==> config.mk <==
export PLATFORM = sky130hd
export DESIGN_NAME = serial_adder_unit
export DESIGN_NICKNAME = d
export VERILOG_FILES = /design/src/rtl/serial_adder_unit.sv
export SDC_FILE = /design/constraint.sdc
export NUM_CORES = 1
export LEC_CHECK = 0
export BUFFER_PORTS_ARGS = -buffer_cell sky130_fd_sc_hd__buf_2
export CORE_UTILIZATION = 40
export DETAILED_ROUTE_END_ITERATION = 16
export SLEW_MARGIN = 20
export SYNTH_ARGS = -nofsm -noshare
export SYNTH_HDL_FRONTEND = slang
export SYNTH_SLANG_ARGS = --single-unit
==> constraint.sdc <==
create_clock -name clk -period 2.25 [get_ports clk]
set_clock_uncertainty 0.15 [all_clocks]
set_input_delay 0.1125 -clock clk [delete_from_list [all_inputs] [get_ports clk]]
set_output_delay 0.1125 -clock clk [all_outputs]
set_load 0.05 [all_outputs]
==> src/rtl/serial_adder_unit.sv <==
// Bit-serial WIDTH-bit adder: one full_adder cell plus a carry flop, LSB first.
// Loads operands on start, shifts one bit pair per clock, pulses done with the result.

module full_adder (
  input  logic a,
  input  logic b,
  input  logic c0,
  output logic s,
  output logic c
);
  assign s = a ^ b ^ c0;
  assign c = (a & b) | (c0 & (a ^ b));
endmodule

module serial_adder_unit #(
  parameter int unsigned WIDTH = 8
) (
  input  logic             clk,
  input  logic             rst_n,
  input  logic             start,
  input  logic [WIDTH-1:0] a_in,
  input  logic [WIDTH-1:0] b_in,
  input  logic             c_in,
  output logic             busy,
  output logic             done,
  output logic [WIDTH-1:0] sum,
  output logic             c_out
);
  localparam int unsigned CNT_W = (WIDTH > 2) ? $clog2(WIDTH) : 1;
  localparam logic [CNT_W-1:0] LAST = CNT_W'(WIDTH - 1);

  typedef enum logic [1:0] {
    IDLE  = 2'd0,
    SHIFT = 2'd1,
    DONE  = 2'd2
  } state_t;

  state_t           state;
  state_t           state_next;
  logic [WIDTH-1:0] a_sh;
  logic [WIDTH-1:0] b_sh;
  logic [WIDTH-2:0] r_sh;
  logic [WIDTH-1:0] r_next;
  logic             cy;
  logic [CNT_W-1:0] cnt;
  logic             fa_s;
  logic             fa_c;

  full_adder u_fa (
    .a  (a_sh[0]),
    .b  (b_sh[0]),
    .c0 (cy),
    .s  (fa_s),
    .c  (fa_c)
  );

  // r_sh keeps only the upper WIDTH-1 bits; the oldest bit falls off each shift
  assign r_next = {fa_s, r_sh};

  always_ff @(posedge clk or negedge rst_n) begin
    if (!rst_n) state <= IDLE;
    else        state <= state_next;
  end

  always_comb begin
    state_next = state;
    case (state)
      IDLE:    if (start) state_next = SHIFT;
      SHIFT:   if (cnt == LAST) state_next = DONE;
      DONE:    state_next = IDLE;
      default: state_next = IDLE;
    endcase
  end

  // Operand/result datapath and registered status flags
  always_ff @(posedge clk or negedge rst_n) begin
    if (!rst_n) begin
      a_sh  <= '0;
      b_sh  <= '0;
      r_sh  <= '0;
      cy    <= 1'b0;
      cnt   <= '0;
      sum   <= '0;
      c_out <= 1'b0;
      busy  <= 1'b0;
      done  <= 1'b0;
    end else begin
      busy <= (state_next != IDLE);
      done <= (state_next == DONE);
      if (state == IDLE && start) begin
        a_sh <= a_in;
        b_sh <= b_in;
        cy   <= c_in;
        cnt  <= '0;
      end else if (state == SHIFT) begin
        a_sh <= a_sh >> 1;
        b_sh <= b_sh >> 1;
        r_sh <= r_next[WIDTH-1:1];
        cy   <= fa_c;
        cnt  <= CNT_W'(cnt + 1'b1);
        if (cnt == LAST) begin
          sum   <= r_next;
          c_out <= fa_c;
        end
      end
    end
  end
endmodule

Yosys cells after proc, flatten, opt, wreduce, memory -nomap -nowiden
Cells that the tools add are included.
{"block": "op_classes", "n_mux": 11, "reduce_logical": 6, "eq_ne": 3, "n_addsub": 1, "n_bitwise": 6}
{"op": "8-bit 2-to-1 mux", "count": 4}
{"op": "3-bit 2-to-1 mux", "count": 2}
{"op": "2-bit 2-to-1 mux", "count": 2}
{"op": "2-bit case mux with 2 select lines", "count": 1}
{"op": "2-bit nonzero test", "count": 2}
{"op": "3-bit by 1-bit adder with 3-bit output (second input constant)", "count": 1}
{"op": "3-bit equality test (second input constant)", "count": 1}
{"op": "3-bit AND reduction", "count": 1}
{"op": "1-bit bitwise AND", "count": 2}
{"op": "2-bit by 1-bit equality test with 1-bit output (second input constant)", "count": 1}
{"op": "2-bit equality test (second input constant)", "count": 1}
{"op": "2-bit logical NOT", "count": 1}
{"op": "1-bit 2-to-1 mux", "count": 2}
{"op": "2-bit AND reduction", "count": 1}
{"op": "1-bit bitwise XOR", "count": 2}
{"op": "1-bit logical AND", "count": 1}
{"op": "1-bit NOT", "count": 1}
{"op": "1-bit bitwise OR", "count": 1}
{"block": "totals", "word_cells": 37, "inputBits": 20, "regBits": 40}

Depth between registers and ports, before layout
Gate-level depths: netlist of the first run.
{"block": "logic_depth", "ltp_word": 5, "mapped_depth": 6, "ltp_nobuf": 5}

Hierarchy
A second synthesis of the first run with hierarchy kept.
{"block": "unflattened", "cells_unflattened": 135, "hier_area_um2": 1697.9}
{"mod": "serial_adder_unit", "cells_each": 134, "seq_area_each_um2": 1001.0, "instances": 1, "area_per_inst_um2": 1677.9}
{"mod": "full_adder", "cells_each": 1, "seq_area_each_um2": 0.0, "instances": 1, "area_per_inst_um2": 20.0}

Worst setup path before layout of the first run
OpenSTA, ideal clock, no wires.
{"block": "synth_path", "kind": "register -> register", "startpoint": "register cnt[0]", "endpoint": "register sum[0]", "synth_period_minus_slack_ns": 1.509, "path_stages_with_launch": 6, "required_ns": 1.975, "slack_ns": 0.741, "setup_ns": 0.125, "path_buffers": 0, "arrival_ns": 1.234, "path_cell_list": "dfrtp_1 > ha_1 > ha_1 > nand3_2 > inv_4 > mux2_4"}
{"block": "synth_via", "elab_chain_len": 2}
{"item": "start: declaration", "line_no": "45", "rtl": "logic [CNT_W-1:0] cnt;"}
{"item": "start signal: assignment", "line_no": "100", "rtl": "cnt <= CNT_W'(cnt + 1'b1);"}
{"item": "3-bit equality test", "line_no": "101", "rtl": "if (cnt == LAST) begin"}
{"item": "3-bit AND reduction (no line)"}
{"item": "end signal: assignment", "line_no": "102", "rtl": "sum <= r_next;"}
{"item": "end: declaration", "line_no": "26", "rtl": "output logic [WIDTH-1:0] sum,"}
Every way passes these cells.
A chain may end at the register's enable or synchronous reset.

Final worst setup path of the first run
{"block": "layout_path", "startpoint": "register state[1]", "endpoint": "register sum[2]"}
{"block": "layout_via", "elab_chain_len": 4, "elab_cells_between_ends": 5, "classes_between": "eq/ne (1); bitwise (1); reduce/logical (3)"}
{"item": "start: declaration", "line_no": "38", "rtl": "state_t state;"}
{"item": "start signal: assignment", "line_no": "62", "rtl": "else state <= state_next;"}
{"item": "2-bit logical NOT", "line_no": "90", "rtl": "if (state == IDLE && start) begin"}
{"item": "1-bit logical AND", "line_no": "90"}
{"item": "1-bit NOT (no line)"}
{"item": "3-bit AND reduction (no line) (*)"}
Mark *: on every way between the ends. The rest lies on a longest branch, timed or not.

==> metrics, run 1 <==
Die Span Y=68.5 um; Clock Path Buffers=2; # DRC=0; Crit Path Max Fanout=18; number of max-cap violations=0; setup repair bufs after CTS=0; CP max stage delay=570 ps; hold_sp=a_in[5]; input/output buffers=30; number of global-route vias before repair=1,229; cell breakdown of the critical path=inv_2, nand3_2, inv_4, mux2_4; die width=68.5 um; Peak VDD IR=0.000556 V; worst rel slew slack=41.9%; Max Transition Viols Final=0; CORE AREA=0.00412 mm^2; crit-path leading delay family=flip-flops; top-area cell type share of the netlist area=56.6%; Clk Latency, worst-skew pair=290 ps; Worst Path Arrival=1900 ps; PD cells=1480 mW/mm^2; R2R Path Start=state[1]; Root Buffer=clkbuf_8; largest cells by area after synthesis=dfrtp_1, mux2_4, mux2_1; grt ovf=0; PostCTS Resize Cnt=0; Via density=5.45; total wire length=3.40 mm; remaining antenna violation count after routing=0; Slowest-stage cell, CP=dfrtp_1; Final Wtd Congestion=0.705; Req. time, crit path=2280 ps; Buf/Inv on CP=2; hold path depth=3; Cell variety after synth=33; CP startpoint kind=flip-flop; GRT Util Overall=17.0%; post-synth top area cell=dfrtp_1; Post-Syn Area=0.00177 mm^2; Core Util, Final=53.7%; Rows=23; I/O Pins=31; first-pass GRT wire length=5.67 mm; Final Cycle Share=83.1%; crit end category=flip-flop; CTS Hold Bufs=17; WL/cell=14.9 um; Antenna diodes=0; setup TNS=0 ps; Seq/Total Area, Yosys=56.6%; Worst R2R Path Depth=4; initial drt markers=41; DP HPWL=2.26 mm; Hold Crit Class=input port to flip-flop; Worst Setup SP=state[1]; CTS Buf Count=5; Reg clk slew, reported paths=80 ps; largest net degree at the start of global routing=41; Fin. Hold Viols=0; Pre-antenna DRT Iters=4; CTS tree=yes; Setup Viol. Count Final=0; total power=3.27 mW; status=finished clean; post-synthesis net count=153; fraction of layout cells with a size suffix above 1=35.4%; DIE AREA=0.00469 mm^2; Syn Area/Cell=13.6 um^2; register bit total from synthesis=40; Vias=1,243; CP Depth=4; H-tree levels=2; Hold WS=23.1 ps; initial antenna violation count=0; Initial Utilization=43.0%; final critical-path required period=1870 ps; area grow syn2layout=25.1%; Slew @ Worst Pin=872 ps; clock sinks=40; post-synthesis instance total=130; critical setup path kind=flip-flop to flip-flop; leakage=1.00 nW; fmax=535 MHz; FILL cells=353; warnings from Yosys=0; RSZ-0062 raised after global routing=false; Final Net Count=200
cells by family (layout without fill, tap and decap cells):
kind of cell	count (synthesis)	count (layout)	share of synthesized area, %
compound gates	34	34	16.0
flops	40	40	56.6
fa+ha+maj	3	3	2.55
simple gates	25	25	8.28
buf+inv	12	60	4.67
mux	16	16	11.9
where the power goes:
group | internal, mW | switching [mW] | leakage (nW) | total [mW]
registers | 1.06 | 0.244 | 0.475 | 1.30
clock network | 0.363 | 0.245 | 0.0614 | 0.608
logic | 0.593 | 0.763 | 0.464 | 1.36
total | 2.01 | 1.25 | 1.00 | 3.27
per-layer routing:
metal	vias to the layer above	GRT usage, %	part of all wire, %	wire [um]
met5	-	0	0	0
met4	0	7.81	1.9	65
met3	9	4.00	4.2	142
met2	39	28.3	50	1710
met1	626	20.7	43	1480
li1	569	-	-	-
state kept, by name (all words and copies together), names as in the netlist:
name / count
done: 1
state: 2
b_sh: 8
cnt: 3
r_sh: 7
sum: 8
cy: 1
a_sh: 8
busy: 1
c_out: 1
worst paths after layout:
check	endpoint	slack, ps
worst max-delay path	sum[2]	380
worst min-delay path	a_sh[5]	20
worst max register to register	sum[2]	380
worst min register to register	r_sh[0]	340
max in group asynchronous	b_sh[4]	1080
min in group asynchronous	r_sh[4]	320
placed cells by master (no fill, tap or decap), types with 4 or more instances in the layout:
cell	count
dlygate4sd3_1	17
dfrtp_1	40
mux2_1	8
inv_2	4
mux2_4	8
clkbuf_8	6
nor2_1	11
o22ai_1	6
a2bb2oi_1	6
a21oi_1	7
buf_2	30
o32ai_1	4
stage by stage:
stage	std cells	cell area, um^2	setup slack (ps)
4_1_cts	228	2210	386
3_3_place_gp	203	1920	473
3_5_place_dp	203	1920	404
2_1_floorplan	130	1770	741
6_report	228	2210	380
5_1_grt	228	2210	286
tightest hold or removal path: stages:
cell and delay, ps:
buf_2 100, o22ai_1 120, a2bb2oi_1 100
final cells by class:
type	instances	area [um^2]	area share, %
Sequential cell	40	1000	45.3
Multi-Input combinational cell	78	684	31.0
Timing Repair Buffer	47	320	14.5
Clock buffer	6	82.6	3.74
Tap cell	50	62.6	2.83
Clock inverter	2	38.8	1.75
Inverter	5	21.3	0.962
synth_stat cells (all sizes together):
cell type and number:
a21oi 7, a22o 2, a2bb2oi 6, a32o 1, a32oi 1, buf 6, clkbuf 1, dfrtp 40
fa 1, ha 2, inv 5, mux2 16, nand2 3, nand2b 2, nand3 1, nor2 11
nor2b 1, nor3 5, nor4b 1, o21ai 1, o21bai 1, o22ai 9, o32ai 6, or2 1
No activity file was read; power rests on OpenSTA's default activity.
==> run 2, diff against run 1 <==
ABC_AREA = 1   (was default)
clock period = 1.8 ns   (was 2.25 ns; I/O delays follow)
==> run 2 against run 1 <==
Cell count increased by 27%. Global-route usage rose by 1.1 points. Die area decreased by 4.8%. Register-to-register slack worse by 70 ps. Synthesized cell count up 42%. Wire length is 0.29% higher. First-iteration DRC count increased by 100%. Clock power about the same. Fmax is 25% higher. Total power increased by 8.9%. Largest cell class unchanged.
==> metrics, run 2 <==
Reg clk slew, reported paths=70 ps (was 80 ps); Via density=4.80 (was 5.45); Slew @ Worst Pin=450 ps (was 872 ps); Post-synth EDFFs=0 (unchanged); top-count cell post-synth=nand2_1 (was dfrtp_1); status=finished clean (unchanged); remaining antenna violation count after routing=0 (unchanged); GRT Util Overall=18.1% (was 17.0%); CTS Hold Bufs=18 (was 17); total power=3.56 mW (was 3.27 mW); DP HPWL=2.24 mm (was 2.26 mm); initial drt markers=84 (was 41); Worst Path Arrival=1570 ps (was 1900 ps); Root Buffer=clkbuf_8 (unchanged); Pre-antenna DRT Iters=4 (unchanged); initial antenna violation count=0 (unchanged); number of global-route vias before repair=1,382 (was 1,229); # DRC=0 (unchanged); critical setup path kind=flip-flop to flip-flop (unchanged); RSZ-0062 raised after global routing=false (unchanged); Peak VDD IR=0.000729 V (was 0.000556 V); fmax=670 MHz (was 535 MHz); storage element area=0.00100 mm^2 (unchanged); WL/cell=11.8 um (was 14.9 um); I/O Pins=31 (unchanged); setup TNS=0 ps (unchanged); warnings from Yosys=0 (unchanged); PostCTS Resize Cnt=0 (unchanged); biggest regs=a_sh: 8 flops, b_sh: 8 flops, sum: 8 flops (unchanged); Fin. Hold Viols=0 (unchanged); R2R Path Start=cnt[0] (was state[1]); post-synthesis net count=208 (was 153); worst rel slew slack=70.0% (was 41.9%); Vias=1,388 (was 1,243); Syn Area/Cell=9.08 um^2 (was 13.6 um^2); Post-Syn Area=0.00168 mm^2 (was 0.00177 mm^2); reg-to-reg endpoint=sum[7] (was sum[2]); Worst R2R Path Depth=6 (was 4); fraction of layout cells with a size suffix above 1=20.1% (was 35.4%); register bit total from synthesis=40 (unchanged); largest cells by area after synthesis=dfrtp_1, nand3_1, nand2_1 (was dfrtp_1, mux2_4, mux2_1); setup repair bufs after CTS=0 (unchanged); fraction of registers with async set/reset=100% (unchanged); Clk Latency, worst-skew pair=290 ps (about the same); most common cell after layout, fill and taps aside=nand2_1 (was dfrtp_1); Req. time, crit path=1880 ps (was 2280 ps); Cell variety after synth=15 (was 33); DIE AREA=0.00446 mm^2 (was 0.00469 mm^2); CORE AREA=0.00403 mm^2 (was 0.00412 mm^2); Setup Viol. Count Final=0 (unchanged); area grow syn2layout=30.0% (was 25.1%); Final Wtd Congestion=0.706 (was 0.705); CP startpoint kind=flip-flop (unchanged); Final Net Count=261 (was 200); input/output buffers=30 (unchanged); Clock Path Buffers=2 (unchanged); crit end category=flip-flop (unchanged); Hold Path Sink=busy (was a_sh[5]); Worst R2R Setup Slack=310 ps (was 380 ps); top-area cell type share of the netlist area=59.6% (was 56.6%); post-synth top area cell=dfrtp_1 (unchanged); Max Transition Viols Final=0 (unchanged); Rows=23 (unchanged); grt ovf=0 (unchanged); die width=66.8 um (was 68.5 um); CTS Buf Count=5 (unchanged); Initial Utilization=41.7% (was 43.0%); Final Cycle Share=82.9% (was 83.1%); FILL cells=427 (was 353); largest net degree at the start of global routing=23 (was 41); hold path depth=3 (unchanged); Hold Crit Class=input port to flip-flop (unchanged); first-pass GRT wire length=5.91 mm (was 5.67 mm); Seq/Total Area, Yosys=59.6% (was 56.6%); leakage=1.14 nW (was 1.00 nW); Crit Path Max Fanout=10 (was 18); PD cells=1630 mW/mm^2 (was 1480 mW/mm^2); final critical-path required period=1490 ps (was 1870 ps); highest-count cells in the layout ignoring fill and taps=nand2_1, nand3_1, dfrtp_1, buf_2, dlygate4sd3_1 (was dfrtp_1, buf_2, dlygate4sd3_1, nor2_1); total wire length=3.41 mm (was 3.40 mm); hold_sp=start (was a_in[5]); Die Span Y=66.8 um (was 68.5 um); number of max-cap violations=0 (unchanged); multi-input logic area=603 um^2 (was 684 um^2); clock sinks=40 (unchanged); post-synthesis instance total=185 (was 130); Post-synth top cells=nand2_1, nand3_1, dfrtp_1 (was dfrtp_1, nor2_1, mux2_1, mux2_4, a21oi_1); dominant synthesized flop cell=dfrtp_1 (unchanged); H-tree levels=2 (unchanged); Antenna diodes=0 (unchanged); CTS tree=yes (unchanged)
## run 2: changes by cell type after synthesis, sizes merged, moves of 7 or more
cell   change
a21oi      -7
mux2      -16
nand2     +60
nand3     +49
o22ai      -9
## run 2: area by class of cell
class	count	share of cell area, %
multi-input combinational	129	27.6
timing repair buffer	56	18.4
clock inverter	2	0.458
inverter	6	1.03
tap	50	2.86
clock buffer	6	3.78
sequential	40	45.8
## run 2: worst max-delay path by stage
stage	from	endpoint	cells past startpoint
detailed placement	cnt[0]	sum[7]	6
global placement	cnt[0]	sum[1]	6
floorplan	cnt[0]	sum[1]	6
CTS	cnt[0]	sum[7]	6
global route	cnt[0]	sum[6]	6
finish	cnt[0]	sum[7]	6
## run 2: worst max-delay path, cell delays in order (launching register included)
cell and delay [ps]:
dfrtp_1 370, ha_1 160, ha_1 150, inv_1 70, nor2_2 340, nand2_1 100
nand2_1 80
## run 2: power by group
group | total [mW] | switching (mW) | internal, mW | leakage, nW
Sequential | 1.46 | 0.194 | 1.26 | 0.518
Combinational | 1.49 | 1.01 | 0.481 | 0.571
Clock | 0.609 | 0.303 | 0.306 | 0.0510
Total | 3.56 | 1.51 | 2.05 | 1.14
## run 2: cell families (layout without fill, tap and decap cells)
logic type	after synthesis	after routing	synth area share, %
flip-flops	40	40	59.6
AND/OR/NAND/NOR	118	118	30.7
adder cells (fa/ha/maj)	3	3	2.68
AO/OA/AOI/OAI	8	8	2.53
buffers and inverters	16	70	4.54
## run 2: routing by layer
layer	GRT usage, %	vias to the layer above	share of wire, %
met3	4.11	7	3.2
met4	8.78	0	1.8
met2	30.2	31	48
met5	0	-	0
li1	-	709	-
met1	21.9	641	47
## run 2: metrics by stage
stage | setup WS, ps | util (%) | std cells | instance area (um^2) | hold slack, ps
after detailed placement | 320 | 47.5 | 263 | 1910 | -87.1
final | 308 | 54.2 | 289 | 2180 | 71.3
after floorplan | 511 | - | 185 | 1680 | -356
after CTS | 283 | 54.2 | 289 | 2180 | 69.1
after global placement | 371 | 47.5 | 263 | 1910 | -87.1
after global routing | 166 | 54.2 | 289 | 2180 | 111
